**config.mk**
```make
export PLATFORM = sky130hd
export DESIGN_NAME = pc_next_unit_flat
export DESIGN_NICKNAME = d
export VERILOG_FILES = /design/src/rtl/pc_next_unit_if.sv /design/src/rtl/pc_next_unit.sv /design/src/flat_wrapper.sv
export SDC_FILE = /design/constraint.sdc
export NUM_CORES = 1
export LEC_CHECK = 0
export ABC_AREA = 1
export ABC_CLOCK_PERIOD_IN_PS = 10310
export BUFFER_PORTS_ARGS = -buffer_cell sky130_fd_sc_hd__buf_4
export CORE_ASPECT_RATIO = 1.25
export CORE_MARGIN = 5
export CORE_UTILIZATION = 37
export CTS_CLUSTER_SIZE = 30
export DETAILED_ROUTE_END_ITERATION = 8
export GPL_TIMING_DRIVEN = 0
export SYNTH_ARGS = -nofsm -noshare
export SYNTH_HDL_FRONTEND = slang
export SYNTH_SLANG_ARGS = --single-unit
```
**constraint.sdc**
```tcl
create_clock -name clk_i -period 10.31 [get_ports clk_i]
set_input_delay 2.062 -clock clk_i [delete_from_list [all_inputs] [get_ports clk_i]]
set_output_delay 2.062 -clock clk_i [all_outputs]
set_load 0.02 [all_outputs]
```
**src/rtl/pc_next_unit_if.sv**
```systemverilog
`default_nettype none
// ============================================================================
//  Module   : pc_next_unit_if
//  Purpose  : Issue -> next-PC -> IF handshake bundle for pc_next_unit.
//             Signal names keep the unit's point of view (_i into the unit,
//             _o out of the unit).
//  Modports : master - environment side (Issue/IF), drives the unit inputs
//             slave  - pc_next_unit itself
//  Revision : 1.0 - initial release
// ============================================================================
interface pc_next_unit_if #(
    parameter int XLEN = 32
);
    logic            flush_i;
    logic            in_valid_i;
    logic            in_ready_o;
    logic [1:0]      mode_i;
    logic [XLEN-1:0] pc_i;
    logic [XLEN-1:0] rs1_i;
    logic [XLEN-1:0] imm_i;
    logic            ilen2_i;
    logic            cmp_i;
    logic            rd_link_i;
    logic            rs1_link_i;
    logic            out_valid_o;
    logic            out_ready_i;
    logic [XLEN-1:0] pc_next_o;
    logic [XLEN-1:0] link_o;
    logic            misaligned_o;
    logic [XLEN-1:0] ras_top_o;
    logic            ras_valid_o;

    modport master (
        output flush_i, in_valid_i, mode_i, pc_i, rs1_i, imm_i, ilen2_i,
               cmp_i, rd_link_i, rs1_link_i, out_ready_i,
        input  in_ready_o, out_valid_o, pc_next_o, link_o, misaligned_o,
               ras_top_o, ras_valid_o
    );

    modport slave (
        input  flush_i, in_valid_i, mode_i, pc_i, rs1_i, imm_i, ilen2_i,
               cmp_i, rd_link_i, rs1_link_i, out_ready_i,
        output in_ready_o, out_valid_o, pc_next_o, link_o, misaligned_o,
               ras_top_o, ras_valid_o
    );
endinterface
`default_nettype wire

```
**src/rtl/pc_next_unit.sv**
```systemverilog
`default_nettype none
// ============================================================================
//  Module   : pc_next_unit
//  Purpose  : Registered next-PC generator between Issue and IF. Resolves
//             SEQ / BRANCH / JAL / JALR targets, flags misaligned targets and
//             keeps a small circular return-address stack as a hint for IF.
//  Ports    : clk_i  - clock, rising edge
//             rst_ni - asynchronous active-low reset
//             bus    - pc_next_unit_if.slave (input op, output register,
//                      valid/ready on both sides, flush, RAS view)
//  Revision : 1.0 - initial release
// ============================================================================
module pc_next_unit #(
    parameter int          XLEN       = 32,
    parameter logic [31:0] RESET_PC   = 32'h0000_0080,
    parameter bit          COMPRESSED = 1'b1,
    parameter int          RAS_DEPTH  = 4
) (
    input  logic          clk_i,
    input  logic          rst_ni,
    pc_next_unit_if.slave bus
);
    localparam logic [1:0]      MODE_SEQ  = 2'b00;
    localparam logic [1:0]      MODE_BR   = 2'b01;
    localparam logic [1:0]      MODE_JAL  = 2'b10;
    localparam logic [1:0]      MODE_JALR = 2'b11;
    localparam int              PW        = $clog2(RAS_DEPTH);
    localparam int              CW        = PW + 1;
    localparam logic [XLEN-1:0] RESET_VAL = XLEN'(RESET_PC);

    // ---------------- target computation ----------------
    logic [XLEN-1:0] ilen;
    logic [XLEN-1:0] link;
    logic [XLEN-1:0] target;
    logic            redirect;     // target came from an offset/register
    logic            misaligned;

    assign ilen = (COMPRESSED && bus.ilen2_i) ? XLEN'(2) : XLEN'(4);
    assign link = bus.pc_i + ilen;

    always_comb begin
        target   = link;
        redirect = 1'b0;
        case (bus.mode_i)
            MODE_SEQ: begin
                target   = link;
                redirect = 1'b0;
            end
            MODE_BR: begin
                target   = bus.cmp_i ? (bus.pc_i + bus.imm_i) : link;
                redirect = bus.cmp_i;
            end
            MODE_JAL: begin
                target   = bus.pc_i + bus.imm_i;
                redirect = 1'b1;
            end
            MODE_JALR: begin
                target   = (bus.rs1_i + bus.imm_i) & ~XLEN'(1);
                redirect = 1'b1;
            end
            default: begin
                target   = link;
                redirect = 1'b0;
            end
        endcase
    end

    // Fall-through addresses are never flagged, even if pc_i itself is odd.
    assign misaligned = redirect & (target[0] | (!COMPRESSED & target[1]));

    // ---------------- handshake / output register ----------------
    logic            out_valid_q;
    logic [XLEN-1:0] pc_next_q;
    logic [XLEN-1:0] link_q;
    logic            misaligned_q;
    logic            in_ready;
    logic            accept;
    logic            update;

    assign in_ready = ~out_valid_q | bus.out_ready_i;
    assign accept   = bus.in_valid_i & in_ready;
    assign update   = accept & ~bus.flush_i;

    always_ff @(posedge clk_i or negedge rst_ni) begin
        if (!rst_ni) begin
            out_valid_q  <= 1'b0;
            pc_next_q    <= RESET_VAL;
            link_q       <= '0;
            misaligned_q <= 1'b0;
        end else if (bus.flush_i) begin
            out_valid_q  <= 1'b0;
        end else if (accept) begin
            out_valid_q  <= 1'b1;
            pc_next_q    <= target;
            link_q       <= link;
            misaligned_q <= misaligned;
        end else if (bus.out_ready_i) begin
            out_valid_q  <= 1'b0;
        end
    end

    // ---------------- return-address stack ----------------
    // ras_ptr always indexes the current top; a push pre-increments so a
    // full stack silently overwrites its oldest entry.
    logic [XLEN-1:0] ras_mem [RAS_DEPTH];
    logic [PW-1:0]   ras_ptr, ptr_nx, ptr_m1, wr_idx;
    logic [CW-1:0]   ras_cnt, cnt_nx;
    logic [XLEN-1:0] ras_top_q, top_nx;
    logic            wr_en;
    logic            is_jal_any, push, pop, replace;

    assign is_jal_any = (bus.mode_i == MODE_JAL) | (bus.mode_i == MODE_JALR);
    assign push       = update & is_jal_any & bus.rd_link_i;
    assign pop        = update & (bus.mode_i == MODE_JALR) & bus.rs1_link_i & ~bus.rd_link_i;
    assign replace    = push & (bus.mode_i == MODE_JALR) & bus.rs1_link_i;
    assign ptr_m1     = ras_ptr - 1'b1;

    always_comb begin
        ptr_nx = ras_ptr;
        cnt_nx = ras_cnt;
        top_nx = ras_top_q;
        wr_en  = 1'b0;
        wr_idx = ras_ptr;
        if (bus.flush_i) begin
            cnt_nx = '0;
            top_nx = '0;
        end else if (replace && (ras_cnt != '0)) begin
            // pop-then-push on a non-empty stack rewrites the top in place
            wr_en  = 1'b1;
            top_nx = link;
        end else if (push) begin
            ptr_nx = ras_ptr + 1'b1;
            wr_idx = ras_ptr + 1'b1;
            wr_en  = 1'b1;
            cnt_nx = (ras_cnt == CW'(RAS_DEPTH)) ? ras_cnt : ras_cnt + 1'b1;
            top_nx = link;
        end else if (pop && (ras_cnt != '0)) begin
            ptr_nx = ptr_m1;
            cnt_nx = ras_cnt - 1'b1;
            top_nx = (ras_cnt > CW'(1)) ? ras_mem[ptr_m1] : '0;
        end
    end

    always_ff @(posedge clk_i or negedge rst_ni) begin
        if (!rst_ni) begin
            ras_ptr   <= '0;
            ras_cnt   <= '0;
            ras_top_q <= '0;
        end else begin
            ras_ptr   <= ptr_nx;
            ras_cnt   <= cnt_nx;
            ras_top_q <= top_nx;
        end
    end

    // Storage needs no reset: entries are only read below the valid count.
    always_ff @(posedge clk_i) begin
        if (wr_en) begin
            ras_mem[wr_idx] <= link;
        end
    end

    // ---------------- outputs ----------------
    assign bus.in_ready_o   = in_ready;
    assign bus.out_valid_o  = out_valid_q;
    assign bus.pc_next_o    = pc_next_q;
    assign bus.link_o       = link_q;
    assign bus.misaligned_o = misaligned_q;
    assign bus.ras_top_o    = ras_top_q;
    assign bus.ras_valid_o  = (ras_cnt != '0);
endmodule
`default_nettype wire

```
**src/flat_wrapper.sv**
```systemverilog
// flat-port wrapper written by rule: the top's interface ports become plain ports
module pc_next_unit_flat 
#(
    parameter int          XLEN       = 32,
    parameter logic [31:0] RESET_PC   = 32'h0000_0080,
    parameter bit          COMPRESSED = 1'b1,
    parameter int          RAS_DEPTH  = 4
)
  (clk_i, rst_ni, bus_flush_i, bus_in_valid_i, bus_mode_i, bus_pc_i, bus_rs1_i, bus_imm_i, bus_ilen2_i, bus_cmp_i, bus_rd_link_i, bus_rs1_link_i, bus_out_ready_i, bus_in_ready_o, bus_out_valid_o, bus_pc_next_o, bus_link_o, bus_misaligned_o, bus_ras_top_o, bus_ras_valid_o);
  pc_next_unit_if #(.XLEN(XLEN)) bus_i ();
  input  logic clk_i;
  input  logic rst_ni;
  input wire logic [$bits(bus_i.flush_i)-1:0] bus_flush_i;
  input wire logic [$bits(bus_i.in_valid_i)-1:0] bus_in_valid_i;
  input wire logic [$bits(bus_i.mode_i)-1:0] bus_mode_i;
  input wire logic [$bits(bus_i.pc_i)-1:0] bus_pc_i;
  input wire logic [$bits(bus_i.rs1_i)-1:0] bus_rs1_i;
  input wire logic [$bits(bus_i.imm_i)-1:0] bus_imm_i;
  input wire logic [$bits(bus_i.ilen2_i)-1:0] bus_ilen2_i;
  input wire logic [$bits(bus_i.cmp_i)-1:0] bus_cmp_i;
  input wire logic [$bits(bus_i.rd_link_i)-1:0] bus_rd_link_i;
  input wire logic [$bits(bus_i.rs1_link_i)-1:0] bus_rs1_link_i;
  input wire logic [$bits(bus_i.out_ready_i)-1:0] bus_out_ready_i;
  output wire logic [$bits(bus_i.in_ready_o)-1:0] bus_in_ready_o;
  output wire logic [$bits(bus_i.out_valid_o)-1:0] bus_out_valid_o;
  output wire logic [$bits(bus_i.pc_next_o)-1:0] bus_pc_next_o;
  output wire logic [$bits(bus_i.link_o)-1:0] bus_link_o;
  output wire logic [$bits(bus_i.misaligned_o)-1:0] bus_misaligned_o;
  output wire logic [$bits(bus_i.ras_top_o)-1:0] bus_ras_top_o;
  output wire logic [$bits(bus_i.ras_valid_o)-1:0] bus_ras_valid_o;
  assign bus_i.flush_i = bus_flush_i;
  assign bus_i.in_valid_i = bus_in_valid_i;
  assign bus_i.mode_i = bus_mode_i;
  assign bus_i.pc_i = bus_pc_i;
  assign bus_i.rs1_i = bus_rs1_i;
  assign bus_i.imm_i = bus_imm_i;
  assign bus_i.ilen2_i = bus_ilen2_i;
  assign bus_i.cmp_i = bus_cmp_i;
  assign bus_i.rd_link_i = bus_rd_link_i;
  assign bus_i.rs1_link_i = bus_rs1_link_i;
  assign bus_i.out_ready_i = bus_out_ready_i;
  assign bus_in_ready_o = bus_i.in_ready_o;
  assign bus_out_valid_o = bus_i.out_valid_o;
  assign bus_pc_next_o = bus_i.pc_next_o;
  assign bus_link_o = bus_i.link_o;
  assign bus_misaligned_o = bus_i.misaligned_o;
  assign bus_ras_top_o = bus_i.ras_top_o;
  assign bus_ras_valid_o = bus_i.ras_valid_o;
  pc_next_unit #(.XLEN(XLEN), .RESET_PC(RESET_PC), .COMPRESSED(COMPRESSED), .RAS_DEPTH(RAS_DEPTH)) u_core (.clk_i(clk_i), .rst_ni(rst_ni), .bus(bus_i));
endmodule
```
# --- Word-level counts from Yosys, hierarchy flattened ---
# Memory sizes are Yosys's and may differ from the RTL's.
# Index checks and enable logic that the tools add are counted.
word_totals:
  regBits: 103
  latchBits: 0
  ramBits: 128
  romBits: 0
  in_bits: 107
  output_inout_bits: 100
  word_cells: 77
  mem_count: 1
op_classes:
  add_sub_neg: 7
  multipliers: 0
  div_mod_pow: 0
  n_lt_le_gt_ge: 1
  n_eq_ne: 6
  shifts: 0
  n_mux: 27
  bitwise_logic: 16
  reduce_logical: 12
memory_table:
  columns: ["memory", "depth", "word_bits", "read_ports", "rd_ports_with_merged_regs", "wr", "line_no", "rtl"]
  rows:
  - ["u_core.ras_mem", 4, 32, 1, 0, 1, "pc_next_unit.sv:105", "logic [XLEN-1:0] ras_mem [RAS_DEPTH];"]
ops:
  columns: ["op", "count"]
  rows:
  - ["32-bit two-way mux", 6]
  - ["32-bit one-hot mux with 4 select lines", 1]
  - ["32-bit adder", 3]
  - ["3-bit two-way mux", 6]
  - ["1-bit bitwise AND", 10]
  - ["2-bit two-way mux", 5]
  - ["3-bit nonzero test", 3]
  - ["1-bit two-way mux", 8]
  - ["3-bit AND reduction", 2]
  - ["2-bit == test, second input constant", 2]
  - ["1-bit NOT", 4]
  - ["4-bit nonzero test", 1]
  - ["3-bit by 1-bit adder with 3-bit output, second input constant", 1]
  - ["3-bit == test, second input constant", 1]
  - ["3-bit by 1-bit > comparator with 1-bit output, second input constant", 1]
  - ["3-bit inequality test, second input constant", 1]
  - ["1-bit one-hot mux with 3 select lines", 1]
  - ["3-bit by 1-bit subtractor with 3-bit output, second input constant", 1]
  - ["2-bit by 1-bit adder with 2-bit output, second input constant", 1]
  - ["2-bit by 1-bit == test with 1-bit output, second input constant", 1]
  - ["1-bit logical AND", 2]
  - ["2-bit zero test", 1]
  - ["2-bit inequality test, second input constant", 1]
  - ["1-bit OR", 2]
  - ["4 further kinds", 4]

# --- Logic depth before layout (Yosys ltp) ---
depth:
  depth_word: 13
  ltp_mapped: 16
  mapped_depth_nobuf: 16

# --- Worst setup path after synthesis ---
# Ideal clock, no wire load.
synth_path:
  path_type: "in2reg"
  startpoint: "in bus_out_ready_i"
  endpoint: "mem u_core.ras_mem[1][0], enable pin"
  setup_time_ns: 0.421
  arrival_time_ns: 4.993
  t_required_ns: 9.889
  slack_ns: 4.896
  cell_stages: 12
  n_path_buf: 1
  cell_sequence: "nor2_1 -> inv_1 -> nand2_2 -> inv_2 -> nand3_4 -> inv_1 -> buf_2 -> ha_1 -> nor2_1 -> a21oi_1 -> or2_2 -> nor2_1"
synth_between:
  elab_chain_cells: 12
  elab_cells_between_ends: 16
  classes_between: "8 x mux; 7 x bitwise; 1 x reduce/logical"
synth_lines:
  columns: ["element", "line_no", "rtl"]
  rows:
  - ["start, declared", "flat_wrapper.sv:23", "input wire logic [$bits(bus_i.out_ready_i)-1:0] bus_out_ready_i;"]
  - ["1-bit OR *", "pc_next_unit.sv:80", "assign in_ready = ~out_valid_q | bus.out_ready_i;"]
  - ["named net bus_in_ready_o", "flat_wrapper.sv:24", "output wire logic [$bits(bus_i.in_ready_o)-1:0] bus_in_ready_o;"]
  - ["1-bit bitwise AND *", "pc_next_unit.sv:81", "assign accept = bus.in_valid_i & in_ready;"]
  - ["1-bit bitwise AND *", "pc_next_unit.sv:82", "assign update = accept & ~bus.flush_i;"]
  - ["1-bit bitwise AND * (2 in a row)", "pc_next_unit.sv:113", "assign push = update & is_jal_any & bus.rd_link_i;"]
  - ["1-bit bitwise AND (2 in a row)", "pc_next_unit.sv:115", "assign replace = push & (bus.mode_i == MODE_JALR) & bus.rs1_link_i;"]
  - ["1-bit logical AND", "pc_next_unit.sv:127", "end else if (replace && (ras_cnt != '0)) begin"]
  - ["1-bit two-way mux", "pc_next_unit.sv:127", null]
  - ["1-bit two-way mux", "pc_next_unit.sv:124", "if (bus.flush_i) begin"]
  - ["1-bit two-way mux", "pc_next_unit.sv:158", "if (wr_en) begin"]
  - ["1-bit two-way mux (not written as such)", "pc_next_unit.sv:159", "ras_mem[wr_idx] <= link;"]
  - ["end, declared", "pc_next_unit.sv:105", null]
# The timed path passes the listed nets; every way through them passes the cells marked *.

# --- Final worst setup path ---
layout_path:
  startpoint: "in bus_flush_i"
  endpoint: "mem u_core.ras_mem[1][22], enable pin"
layout_between:
  elab_chain_cells: 11
  elab_cells_between_ends: 15
  classes_between: "8 x mux; 6 x bitwise; 1 x reduce/logical"
layout_lines:
  columns: ["element", "line_no", "rtl"]
  rows:
  - ["start, declared", "flat_wrapper.sv:13", "input wire logic [$bits(bus_i.flush_i)-1:0] bus_flush_i;"]
  - ["1-bit NOT (no line)", null, null]
  - ["1-bit bitwise AND", "pc_next_unit.sv:82", null]
  - ["1-bit bitwise AND (2 in a row)", "pc_next_unit.sv:113", null]
  - ["1-bit bitwise AND (2 in a row)", "pc_next_unit.sv:115", null]
  - ["1-bit logical AND", "pc_next_unit.sv:127", null]
  - ["1-bit two-way mux", "pc_next_unit.sv:127", null]
  - ["1-bit two-way mux", "pc_next_unit.sv:124", null]
  - ["1-bit two-way mux", "pc_next_unit.sv:158", null]
  - ["1-bit two-way mux (not written as such)", "pc_next_unit.sv:159", null]
# Parallel ways exist; a longest one is shown, timed or not.

==> metrics.cfg <==
[place]
dpl-instance-area_mm2=0.01756
post-place-cells=2818
gp_congestion=0.9618
io_buffers=206
dpl.hpwl_mm=45.94

[critical_path]
cpMostUsedCell=nor2_1
r2r_end=u_core.ras_mem[1][22]$_DFFE_PP_
cp.arrival_ns=5.03
setup.worst_path.start_class=input pin
crit_buf_inv=5
cp_slowest_cell=nor2_4
cp_slowest_stage_delay_ns=0.45
cp_max_fo=18
crit_required_ns=10.53
reg2reg_depth=14
rr_startpoint=u_core.bus.out_valid_o$_DFFE_PN0P_
worstSetupPathType=input pin to flip-flop
cp.depth=13
critPathTopFamily=simple AND/OR/NAND/NOR gates
worstPathCellList=buf_4, nor2_1, nand2_2, inv_2, nand3_4, inv_1, buf_2, ha_1, nor2_1, a21oi_1, or2_2, nor2_4, buf_16
end_kind=flip-flop
rrSetupSlack_ns=6.73

[power]
ir_drop_mv=0.1038
clkPwrFrac_pct=28.2
switchingPower_uw=1055
p_per_area_mw_per_mm2=159.1
p_leak_uw=0.008947
swShare_pct=36.17
combPwrFrac_pct=33.9
seq_power_share_pct=37.9
p_int_uw=1862

[clock_tree]
cts_made_buffers=22
clock_path_buffers=3
root_buffer=clkbuf_16
cts_resized=0
h-tree-depth=1
cts_setup_buffers=0
cts_tree=yes
clkTransAtPathRegs_ns=0.07
ctsHoldBuffers=0
clock_sinks=231
insertion_delay_ns=0.51

[floorplan]
core_area_mm2=0.04081
io-pin-count=207
die-area_mm2=0.04525
die_w_um=191.3
num_rows=83
die_h_um=236.6
initial_utilization_pct=37.23

[route]
drt-vias-per-instance=5.121
vias=14642
drtIter0Drc=1010
first_pass_iters=7
routedWlPerCell_um=19.85
wirelength_mm=56.76
final_antenna_net_count=0
drc=0

[global_routing]
grt_overflow=0
grt_pass1_wl_mm=83.54
first_global_vias=14468
track_usage_pct=24.23
grt_max_degree=104
met2_usage_pct=45.66
antenna_found_initial=0
grt_busiest_layer=met2
use_met1_pct=27.39
met3_usage_pct=2.772

[yosys]
synth-async-reset-ratio_pct=44.59
yosysTopAreaCellShare_pct=25.29
synth_cell_types=52
synth_top_area_cell=edfxtp_1
syn_inst=2056
synthTopCellsByArea=edfxtp_1 25%, nand2_1 18%, dfrtp_1 17%
synth_flop_cell=edfxtp_1
synth.cell_area_mm2=0.01520
seq_area_frac_synth_pct=42.26
yosys_warnings=0
synth_edf_count=128
yosysMostFrequentCell=nand2_1
synth_common_cells=712 x nand2_1, 267 x inv_1, 166 x nand3_1
syn_avg_cell_area_um2=7.391
ys_ff_latch=231
syn-num-nets=2235

[sta]
setup_tns_ns=0
setup_viol=0
fmax_mhz=207.6
hold_viol_final=0
slew_headroom_pct=52.00
grt_setup_unrepaired=no
finalCritPeriodShare_pct=46.73
fin_skew_ns=0.006992
fin_hold_ws_ns=0.4843
tightest_slew_ns=0.7200
slew_violations=0
min_period_ns=4.818

[final_layout]
final_net_count=2470
multi_input_area_mm2=0.007515
final_cells=2859
post-route-cell-area_mm2=0.01834
nFillCells=4164
antenna_cells=0
seq_area_mm2=0.006422
syn2layout_area_growth_pct=20.68
drive_above_1_share_pct=13.35

[worst_hold_path]
worstHoldEndpoint=u_core.bus.ras_top_o[13]$_DFFE_PN0P_
hp-class=flip-flop to flip-flop
min_from=u_core.bus.ras_top_o[13]$_DFFE_PN0P_
hold_depth=2

[job]
cap_violations=0

[outcome]
status=complete, no violations

power by group through the flow:
stage,combinational (uW),sequential [uW],clock [uW]
5_1_grt,1080,1110,876
6_report,989,1100,824
3_5_place_dp,984,1120,0
2_1_floorplan,528,1170,0
4_1_cts,987,1100,839
3_3_place_gp,965,1120,0
per-layer routing:
layer / vias to the layer above / share of wire (%)
li1: 7207 / -
met5: - / 0
met4: 0 / 4.6
met3: 106 / 5.5
met2: 502 / 52
met1: 6827 / 38
sequential cells by signal, indices dropped and copies added, names as in the netlist:
name and flops:
u_core.bus.pc_next_o 32, u_core.ras_mem 128, u_core.ras_cnt 3, u_core.bus.link_o 32, u_core.ras_ptr 2, u_core.bus.out_valid_o 1, u_core.bus.misaligned_o 1, u_core.bus.ras_top_o 32
layout by cell type, fill, tap and decap left out, types with 7 or more instances in the layout:
cell and count:
a21oi_1 93, ha_1 69, xor2_1 17, edfxtp_1 128, dfrtp_1 102, o21ai_0 72
nand3_1 166, o21bai_1 16, o21ai_1 28, nand2_1 712, nor2_1 143, a31oi_1 23
o211ai_1 7, buf_4 206, nand4_1 19, a22oi_1 32, or2_2 7, clkbuf_16 24
nor3_1 19, clkbuf_1 31, inv_1 267, nand3b_1 14, buf_2 17
kinds of logic (layout without fill, tap and decap cells):
group / after synthesis / count (layout) / share of synthesized area, %
adder cells (fa/ha/maj): 72 / 72 / 6.077
XOR/XNOR: 23 / 23 / 1.375
buffers and inverters: 329 / 580 / 8.481
flip-flops: 231 / 231 / 42.26
AND/OR/NAND/NOR: 1108 / 1108 / 30.47
AO/OA/AOI/OAI: 293 / 293 / 11.34
layout make-up:
type                            instances  area share [%]
Timing Repair Buffer                  211           9.123
Buffer                                 54           1.371
Inverter                              275           5.656
Tap cell                              552           3.766
Clock buffer                           32           3.623
Multi-Input combinational cell       1496           40.98
Clock inverter                          8          0.4572
Sequential cell                       231           35.02
worst register-to-register path, stage by stage (launching register included):
cell	delay, ns
dfrtp_1	0.38
inv_1	0.05
nor2_1	0.03
inv_1	0.09
nand2_2	0.24
inv_2	0.36
nand3_4	0.15
inv_1	0.17
buf_2	0.31
ha_1	0.29
nor2_1	0.10
a21oi_1	0.05
or2_2	0.36
nor2_4	0.46
buf_16	0.24
metrics by stage:
stage | total power [uW] | setup slack, ns | util (%)
after floorplan | 1701 | 4.896 | -
after global placement | 2087 | 3.076 | 42.71
after detailed placement | 2107 | 4.976 | 43.02
after CTS | 2930 | 5.505 | 44.85
after global routing | 3067 | 5.346 | 44.93
final | 2917 | 5.492 | 44.93
how the worst max path moves through the flow:
stage / start / to / slack (ns)
finish: bus_flush_i / u_core.ras_mem[1][22]$_DFFE_PP_ / 5.49
global route: bus_flush_i / u_core.ras_mem[1][22]$_DFFE_PP_ / 5.35
CTS: bus_flush_i / u_core.ras_mem[1][22]$_DFFE_PP_ / 5.51
detailed placement: bus_flush_i / u_core.ras_mem[1][4]$_DFFE_PP_ / 4.98
global placement: bus_flush_i / u_core.ras_mem[3][30]$_DFFE_PP_ / 3.08
floorplan: bus_out_ready_i / u_core.ras_mem[1][0]$_DFFE_PP_ / 4.90
No activity file was read; power rests on OpenSTA's default activity.
